==> config.mk <==
export PLATFORM = sky130hd
export DESIGN_NAME = mips32_prog_loader
export DESIGN_NICKNAME = d
export VERILOG_FILES = /design/src/rtl/mips32_prog_loader.sv
export SDC_FILE = /design/constraint.sdc
export NUM_CORES = 1
export LEC_CHECK = 0
export CORE_ASPECT_RATIO = 1.25
export CORE_UTILIZATION = 55
export CTS_BUF_LIST = sky130_fd_sc_hd__clkbuf_8 sky130_fd_sc_hd__clkbuf_16
export DETAILED_ROUTE_END_ITERATION = 7
export DONT_BUFFER_PORTS = 1
export PLACE_DENSITY = 0.69
export SLEW_MARGIN = 15
export SYNTH_ARGS = -nofsm -noshare
export SYNTH_HDL_FRONTEND = slang
export SYNTH_SLANG_ARGS = --single-unit
export TNS_END_PERCENT = 10
==> constraint.sdc <==
create_clock -name clk1 -period 8 [get_ports clk1]
set_input_delay 1.6 -clock clk1 [delete_from_list [all_inputs] [get_ports clk1]]
set_output_delay 1.6 -clock clk1 [all_outputs]
set_load 0.1 [all_outputs]
==> src/rtl/mips32_prog_loader.sv <==
// Byte-stream program loader: parses SYNC/ADDR/CNT framed words into memory writes
// and holds the CPU until a frame completes. Optional checksum byte: PROG_LOADER_CHKSUM_EN.
module mips32_prog_loader #(
  parameter int WORD_SIZE = 32,
  parameter int ADDR_W    = 10
) (
  input  logic                 clk1,
  input  logic                 rst_n,
  input  logic                 in_valid,
  input  logic [7:0]           in_data,
  output logic                 in_ready,
  output logic                 mem_we,
  output logic [ADDR_W-1:0]    mem_addr,
  output logic [WORD_SIZE-1:0] mem_wdata,
  output logic                 load_done,
  output logic                 load_err,
  output logic                 cpu_hold
);

  localparam logic [7:0]  SYNC_BYTE = 8'hA5;
  localparam logic [16:0] MEM_WORDS = 17'(2 ** ADDR_W);

  typedef enum logic [3:0] {
    IDLE,
    ADDR_HI,
    ADDR_LO,
    CNT_HI,
    CNT_LO,
    DATA,
`ifdef PROG_LOADER_CHKSUM_EN
    CHK,
`endif
    DONE,
    ERR
  } state_t;

  state_t            state_r;
  logic [7:0]        addr_hi_r;
  logic [ADDR_W-1:0] start_r;
  logic [7:0]        cnt_hi_r;
  logic [15:0]       words_left_r;
  logic [ADDR_W-1:0] wr_addr_r;
  logic [1:0]        byte_cnt_r;
  logic [23:0]       word_sh_r;

  logic [15:0]       n_s;
  logic [16:0]       end_s;
  logic [31:0]       word_s;
  logic              is_sync_s;

`ifdef PROG_LOADER_CHKSUM_EN
  logic [7:0]        chk_r;

  function automatic logic [7:0] chk_update(input logic [7:0] acc, input logic [7:0] b);
    return acc ^ b;
  endfunction
`endif

  // Frame length and bounds are judged on the CNT_LO byte itself, before it is registered.
  assign n_s       = {cnt_hi_r, in_data};
  assign end_s     = 17'(start_r) + 17'(n_s);
  assign word_s    = {word_sh_r, in_data};
  assign is_sync_s = (in_data == SYNC_BYTE);
  assign in_ready  = 1'b1;

  // Frame parser FSM with registered memory-write and status outputs.
  always_ff @(posedge clk1) begin
    if (!rst_n) begin
      state_r      <= IDLE;
      addr_hi_r    <= 8'h00;
      start_r      <= '0;
      cnt_hi_r     <= 8'h00;
      words_left_r <= 16'h0000;
      wr_addr_r    <= '0;
      byte_cnt_r   <= 2'd0;
      word_sh_r    <= 24'h000000;
      mem_we       <= 1'b0;
      mem_addr     <= '0;
      mem_wdata    <= '0;
      load_done    <= 1'b0;
      load_err     <= 1'b0;
      cpu_hold     <= 1'b1;
`ifdef PROG_LOADER_CHKSUM_EN
      chk_r        <= 8'h00;
`endif
    end else begin
      mem_we   <= 1'b0;
      // Release the CPU one cycle after DONE is entered; a new SYNC overrides below.
      cpu_hold <= (state_r != DONE);
      if (in_valid) begin
        case (state_r)
          IDLE, DONE, ERR: begin
            if (is_sync_s) begin
              state_r    <= ADDR_HI;
              load_done  <= 1'b0;
              load_err   <= 1'b0;
              cpu_hold   <= 1'b1;
              byte_cnt_r <= 2'd0;
`ifdef PROG_LOADER_CHKSUM_EN
              chk_r      <= 8'h00;
`endif
            end else begin
              state_r <= state_r;
            end
          end
          ADDR_HI: begin
            addr_hi_r <= in_data;
            state_r   <= ADDR_LO;
          end
          ADDR_LO: begin
            start_r <= ADDR_W'({addr_hi_r, in_data});
            state_r <= CNT_HI;
          end
          CNT_HI: begin
            cnt_hi_r <= in_data;
            state_r  <= CNT_LO;
          end
          CNT_LO: begin
            if ((n_s == 16'h0000) || (end_s > MEM_WORDS)) begin
              state_r  <= ERR;
              load_err <= 1'b1;
            end else begin
              state_r      <= DATA;
              words_left_r <= n_s;
              wr_addr_r    <= start_r;
              byte_cnt_r   <= 2'd0;
            end
          end
          DATA: begin
`ifdef PROG_LOADER_CHKSUM_EN
            chk_r <= chk_update(chk_r, in_data);
`endif
            byte_cnt_r <= byte_cnt_r + 2'd1;
            if (byte_cnt_r == 2'd3) begin
              mem_we       <= 1'b1;
              mem_addr     <= wr_addr_r;
              mem_wdata    <= WORD_SIZE'(word_s);
              wr_addr_r    <= wr_addr_r + ADDR_W'(1);
              words_left_r <= words_left_r - 16'd1;
              if (words_left_r == 16'd1) begin
`ifdef PROG_LOADER_CHKSUM_EN
                state_r <= CHK;
`else
                state_r   <= DONE;
                load_done <= 1'b1;
`endif
              end else begin
                state_r <= DATA;
              end
            end else begin
              word_sh_r <= {word_sh_r[15:0], in_data};
            end
          end
`ifdef PROG_LOADER_CHKSUM_EN
          CHK: begin
            if (in_data == chk_r) begin
              state_r   <= DONE;
              load_done <= 1'b1;
            end else begin
              state_r  <= ERR;
              load_err <= 1'b1;
            end
          end
`endif
          default: begin
            state_r <= IDLE;
          end
        endcase
      end
    end
  end

endmodule
==> results of run 1 <==
-- worst min-delay path, cell delays in order (launching register included) --
cell,delay [ns]
dfxtp_1,0.31
nand2_1,0.05
a21oi_1,0.05
-- synthesized netlist by cell type, types with 2 or more instances --
cell,count
o311a_1,2
clkbuf_1,50
or3_1,2
a31oi_1,10
o31ai_1,9
a311oi_1,2
o21ai_0,34
o311ai_1,9
xnor2_1,2
and2_1,5
mux2i_1,3
xor2_1,3
dfxtp_1,121
a21oi_1,117
a211oi_1,3
o21a_1,4
o21ai_1,3
nor3_1,12
nand3_1,21
a41oi_1,2
nor2b_1,6
a21o_1,5
inv_1,6
nor4_1,6
o21bai_1,3
o221a_2,2
o211ai_1,5
nor3b_1,2
nand4_1,3
ha_1,14
nand2_1,196
and3_1,12
a22o_1,7
buf_2,3
nand2b_1,3
nor2_1,46
-- registers in the layout, summed over array words and instances, names as in the netlist, 3 cells and up --
name and flops:
cnt_hi_r 8, mem_addr 10, mem_wdata 32, start_r 10, state_r 3, word_sh_r 24
words_left_r 16, wr_addr_r 10
-- metrics by stage --
step                      setup WS [ns]  std cells  instance area (sq um)  power, W  utilization
final                              3.08        872                   6320   0.00136        0.625
after global routing               2.91        872                   6320   0.00140        0.625
after CTS                          3.15        872                   6320   0.00137        0.625
after detailed placement           2.77        841                   5750  0.000638        0.569
after global placement             2.77        841                   5750  0.000637        0.569
after floorplan                    3.35        759                   5740  0.000637            -
-- path summary, 6_finish.rpt --
check | from | endpoint | slack, ns | cells past startpoint
min | word_sh_r[16]$_SDFFE_PN0P_ | mem_wdata[24]$_SDFFE_PN0P_ | 0.45 | 2
min reg2reg | word_sh_r[16]$_SDFFE_PN0P_ | mem_wdata[24]$_SDFFE_PN0P_ | 0.45 | 2
max reg2reg | start_r[0]$_SDFFE_PN0P_ | wr_addr_r[8]$_SDFFE_PN0P_ | 3.92 | 10
max | in_data[0] | wr_addr_r[8]$_SDFFE_PN0P_ | 3.08 | 10
-- layout make-up --
type,instances,share of cell area
well taps,129,0.0255
clock buffers,18,0.0695
inverters,6,0.00376
flip-flops and latches,121,0.383
clock inverters,13,0.0206
multi-input cells,578,0.489
repair buffers,7,0.00832
-- metal layers --
layer,vias up,wire length [um],global-route usage
met1,2530,6260,0.335
met5,-,0,0
met2,181,7960,0.505
met3,38,799,0.0632
met4,0,532,0.173
li1,2606,-,-
-- kinds of logic after synthesis --
group                      share of synthesized area
and+or+nand+nor                                0.243
AOI/OAI and AO/OA                              0.247
DFF                                            0.422
buffers and inverters                         0.0405
adders and majority gates                     0.0340
xor gates and xnor gates                     0.00763
muxes                                        0.00523
other                                       0.000653
-- layout by cell type (no fill, tap or decap), types with 10 or more instances in the layout --
cell and n:
o21ai_0 34, clkbuf_16 17, nor3_1 12, and3_1 12
nand3_1 21, a21oi_1 117, dfxtp_1 121, a31oi_1 10
nor2_1 45, nand2_1 196, ha_1 14
-- power by group --
group	internal (W)	switching, W
sequential	0.000603	0.000000342
clock	0.000461	0.000270
combinational	0.00000565	0.0000161
total	0.00107	0.000286
==> flow_summary.ini, run 1 <==
[outcome]
outcome = complete, no violations

[yosys]
synthFlopType = dfxtp_1
synth_edf_count = 0
yosysTopAreaCell = dfxtp_1
avgSynthCellArea_sq_um = 7.56
synth_nets = 785
synth.top_cells.by_area = dfxtp_1, nand2_1, a21oi_1, clkbuf_1, ha_1
netlist_instances = 759
synth-seq-cells = 121
ys_seq_area_frac = 0.422
yosysWarnings = 0
yosys.cell_types.count = 62
syn-cell-area_sq_um = 5740
synthArstFlopShare = 0
yosys.area.top_type_share = 0.422

[timing]
drv_slew = 0
tns_ns = 0
tightestPinTransition_ns = 1.14
setup_viol = 0
finalCritPeriodShare = 0.614
report.final.hold_viol_count = 0
timing.final.crit_period_ns = 4.92
rsz0062_at_grt = false
skew_ns = 0.0104
maxSlewHeadroom = 0.237
hold_ws_ns = 0.453
fmax_ghz = 0.203

[setup_path]
worstSetupPathType = primary input to register
max_stage_delay_ns = 0.84
crit_arrival_ns = 5.17
start_kind = primary input
critical_path_buf_inv_count = 0
cp.required_ns = 8.25
slowest_stage = o41a_1
crit_fanout = 24
cp-end-kind = register
crit_chain = ha_1 -> fa_1 -> a211oi_1 -> o21bai_1 -> a221o_1 -> nor4_1 -> a41oi_1 -> o41a_1 -> o311ai_1 -> o31ai_1
crit_family = compound AO/OA/AOI/OAI gates

[grt]
grt_pass1_wl_um = 24400
grt_max_degree = 111
grt_overflow = 0
grt_pass1_vias = 4892
track_usage = 0.293
antenna_found_initial = 0

[power_and_ir_drop]
leakage_nw = 2.20
power_density_nw_per_um2 = 215
ir_worst_vdd_v = 0.000176

[floorplanning]
floorplan.rows = 41
die_area_sq_um = 10900
initial_core_util = 0.568
core_area_sq_um = 10100
die_h_um = 116
fp.dieW_um = 93.4
ioPinCount = 58

[cts]
cts_tree = done
cts.clk_slew.worst_paths_ns = 0.06
cts_sinks = 121
insertion_delay_ns = 0.41
postCtsResizedCells = 0
post_cts_buffers = 0
root_buffer = clkbuf_16
clockBufferDepth = 2
cts-buffers-inserted = 17
ctsHoldBuffers = 0
htree_num_levels = 4

[hold_path]
hold_class = register to register

[route]
via_count = 5355
via_per_inst = 6.14
first_pass_iters = 8
drc = 0
ant_nets = 0
wl_per_cell_um = 17.8
drt-total-wl_um = 15600
drt_iter0_drc = 396

[cells_and_area]
area_delta_synth_final_pct = 10.0
antenna_cells = 0
final_nets = 757
nFillCells = 897
multiInputGateArea_sq_um = 3090
regArea_sq_um = 2420
drive_gt1_frac = 0.0619

[placed_design]
portBuffers = 0
dp_hpwl_um = 10200
gp_congestion = 0.928

[job]
max_cap_viol_count = 0
Note: power is estimated with default switching activity, not from simulation.
==> inputs of run 2 (changes only) <==
==> constraint.sdc (replaced) <==
create_clock -name clk1 -period 4.9 [get_ports clk1]
set_input_delay 0.98 -clock clk1 [delete_from_list [all_inputs] [get_ports clk1]]
set_output_delay 0.98 -clock clk1 [all_outputs]
set_load 0.1 [all_outputs]
==> run 2 against run 1 <==
Final area is 2.3% higher. Worst setup slack got worse by 2.5 ns. Clock power increased by 110%. Total power increased by 86%. Critical path depth up 1. Register-to-register slack got worse by 3.2 ns. Non-clock buffer count increased by 1. Critical path type unchanged. Highest routed layer unchanged.
==> flow_summary.ini, run 2 (synthesis gave the netlist of run 1 again) <==
[cells_and_area]
regArea_sq_um = 2420
drive_gt1_frac = 0.0685
nFillCells = 855
largestRegisters = mem_wdata (32), word_sh_r (24), words_left_r (16)
top_register = mem_wdata
multiInputGateArea_sq_um = 3090
area_delta_synth_final_pct = 12.6
final_common_cell = nand2_1
final_nets = 758
largest_register_ffs = 32
final_cell_mix = nand2_1, dfxtp_1, a21oi_1
antenna_cells = 0

[hold_path]
hold_class = register to register
min_from = word_sh_r[17]$_SDFFE_PN0P_

[timing]
hold_ws_ns = 0.454
report.final.hold_viol_count = 0
tns_ns = 0
rsz0062_at_grt = false
drv_slew = 0
maxSlewHeadroom = 0.324
tightestPinTransition_ns = 1.01
fmax_ghz = 0.232
skew_ns = 0.00759
timing.final.crit_period_ns = 4.31
finalCritPeriodShare = 0.879
setup_viol = 0

[route]
ant_nets = 0
drc = 0
drt-total-wl_um = 16100
drt_iter0_drc = 424
first_pass_iters = 6
wl_per_cell_um = 18.5
via_count = 5518
via_per_inst = 6.31

[power_and_ir_drop]
ir_worst_vdd_v = 0.000214
leakage_nw = 2.27
power_density_nw_per_um2 = 389

[cts]
ctsHoldBuffers = 0
cts_sinks = 121
cts.clk_slew.worst_paths_ns = 0.05
post_cts_buffers = 0
cts-buffers-inserted = 17
postCtsResizedCells = 0
cts_tree = done
root_buffer = clkbuf_16
htree_num_levels = 4
insertion_delay_ns = 0.42
clockBufferDepth = 2

[setup_path]
critPathCapture = words_left_r[0]$_SDFFE_PN0P_
worstSetupPathType = primary input to register
cp-end-kind = register
cp.required_ns = 5.20
r2r_cells = 11
timing.rr.end = words_left_r[0]$_SDFFE_PN0P_
ff2ff_setup_slack_ns = 0.76
rr_startpoint = start_r[0]$_SDFFE_PN0P_
cp-startpoint = in_data[0]
crit_arrival_ns = 4.61
start_kind = primary input
crit_fanout = 22

[floorplanning]
ioPinCount = 58
die_area_sq_um = 10900
fp.dieW_um = 93.4
initial_core_util = 0.568
floorplan.rows = 41
die_h_um = 116
core_area_sq_um = 10100

[grt]
grt_max_degree = 78
track_usage = 0.305
grt_overflow = 0
grt_pass1_wl_um = 25300
grt_pass1_vias = 5078
antenna_found_initial = 0

[outcome]
outcome = complete, no violations

[placed_design]
dp_hpwl_um = 10300
portBuffers = 0
gp_congestion = 0.893

[job]
max_cap_viol_count = 0
-- run 2: cell types whose count changed in the layout (fill, tap and decap cells not counted) --
cell and delta:
nand2_2 +1, nand2_1 -1, clkinv_4 +2, buf_4 +1
bufinv_16 +5, clkinvlp_4 -3, inv_1 -2, inv_6 +1
clkinv_2 -2
-- run 2: area by class of cell --
type                       instances  share of cell area
sequential                       121               0.375
timing repair buffer               8             0.00929
clock buffer                      18              0.0679
inverter                           6             0.00368
clock inverter                    14              0.0412
multi-input combinational        578               0.478
tap                              129              0.0250
-- run 2: worst min path at each step --
stage	end	slack (ns)	depth (start not counted)
2_1_floorplan	start_r[8]$_SDFFE_PN0P_	0.43	2
3_3_place_gp	start_r[8]$_SDFFE_PN0P_	0.44	2
3_5_place_dp	start_r[9]$_SDFFE_PN0P_	0.45	2
4_1_cts	word_sh_r[19]$_SDFFE_PN0P_	0.46	2
5_1_grt	mem_wdata[25]$_SDFFE_PN0P_	0.47	2
6_report	mem_wdata[25]$_SDFFE_PN0P_	0.45	2
-- run 2: layer usage --
| metal | vias up | track usage | wire, um | share of wire |
|---|---|---|---|---|
| li1 | 2619 | - | - | - |
| met1 | 2590 | 0.342 | 6250 | 0.39 |
| met2 | 233 | 0.506 | 7950 | 0.49 |
| met3 | 76 | 0.0729 | 999 | 0.062 |
| met4 | 0 | 0.221 | 948 | 0.059 |
| met5 | - | 0 | 0 | 0 |
-- run 2: report_power, final --
part,switching [W],total [W],internal [W]
combinational,0.0000268,0.0000361,0.00000923
sequential,0.000000544,0.000985,0.000984
clock,0.000474,0.00150,0.00102
total,0.000501,0.00252,0.00202
-- run 2: metrics by stage --
step                 util  std cells  power (W)  worst slack [ns]  cell area [sq um]
finish              0.640        874    0.00252             0.591               6460
detailed placement  0.570        842    0.00104             0.267               5760
CTS                 0.639        874    0.00252             0.602               6460
floorplan               -        759    0.00104             0.866               5740
global route        0.640        874    0.00257             0.384               6460
global placement    0.570        842    0.00104             0.371               5760
-- run 2: worst max-delay path, cell delays in order --
cell and delay [ns]:
ha_1 0.22, fa_1 0.41, a211oi_1 0.44, o211ai_1 0.21
a41oi_1 0.40, xor2_1 0.11, a41oi_1 0.33, o41a_1 0.88
buf_4 0.23, nor2_1 0.06, o311a_1 0.32
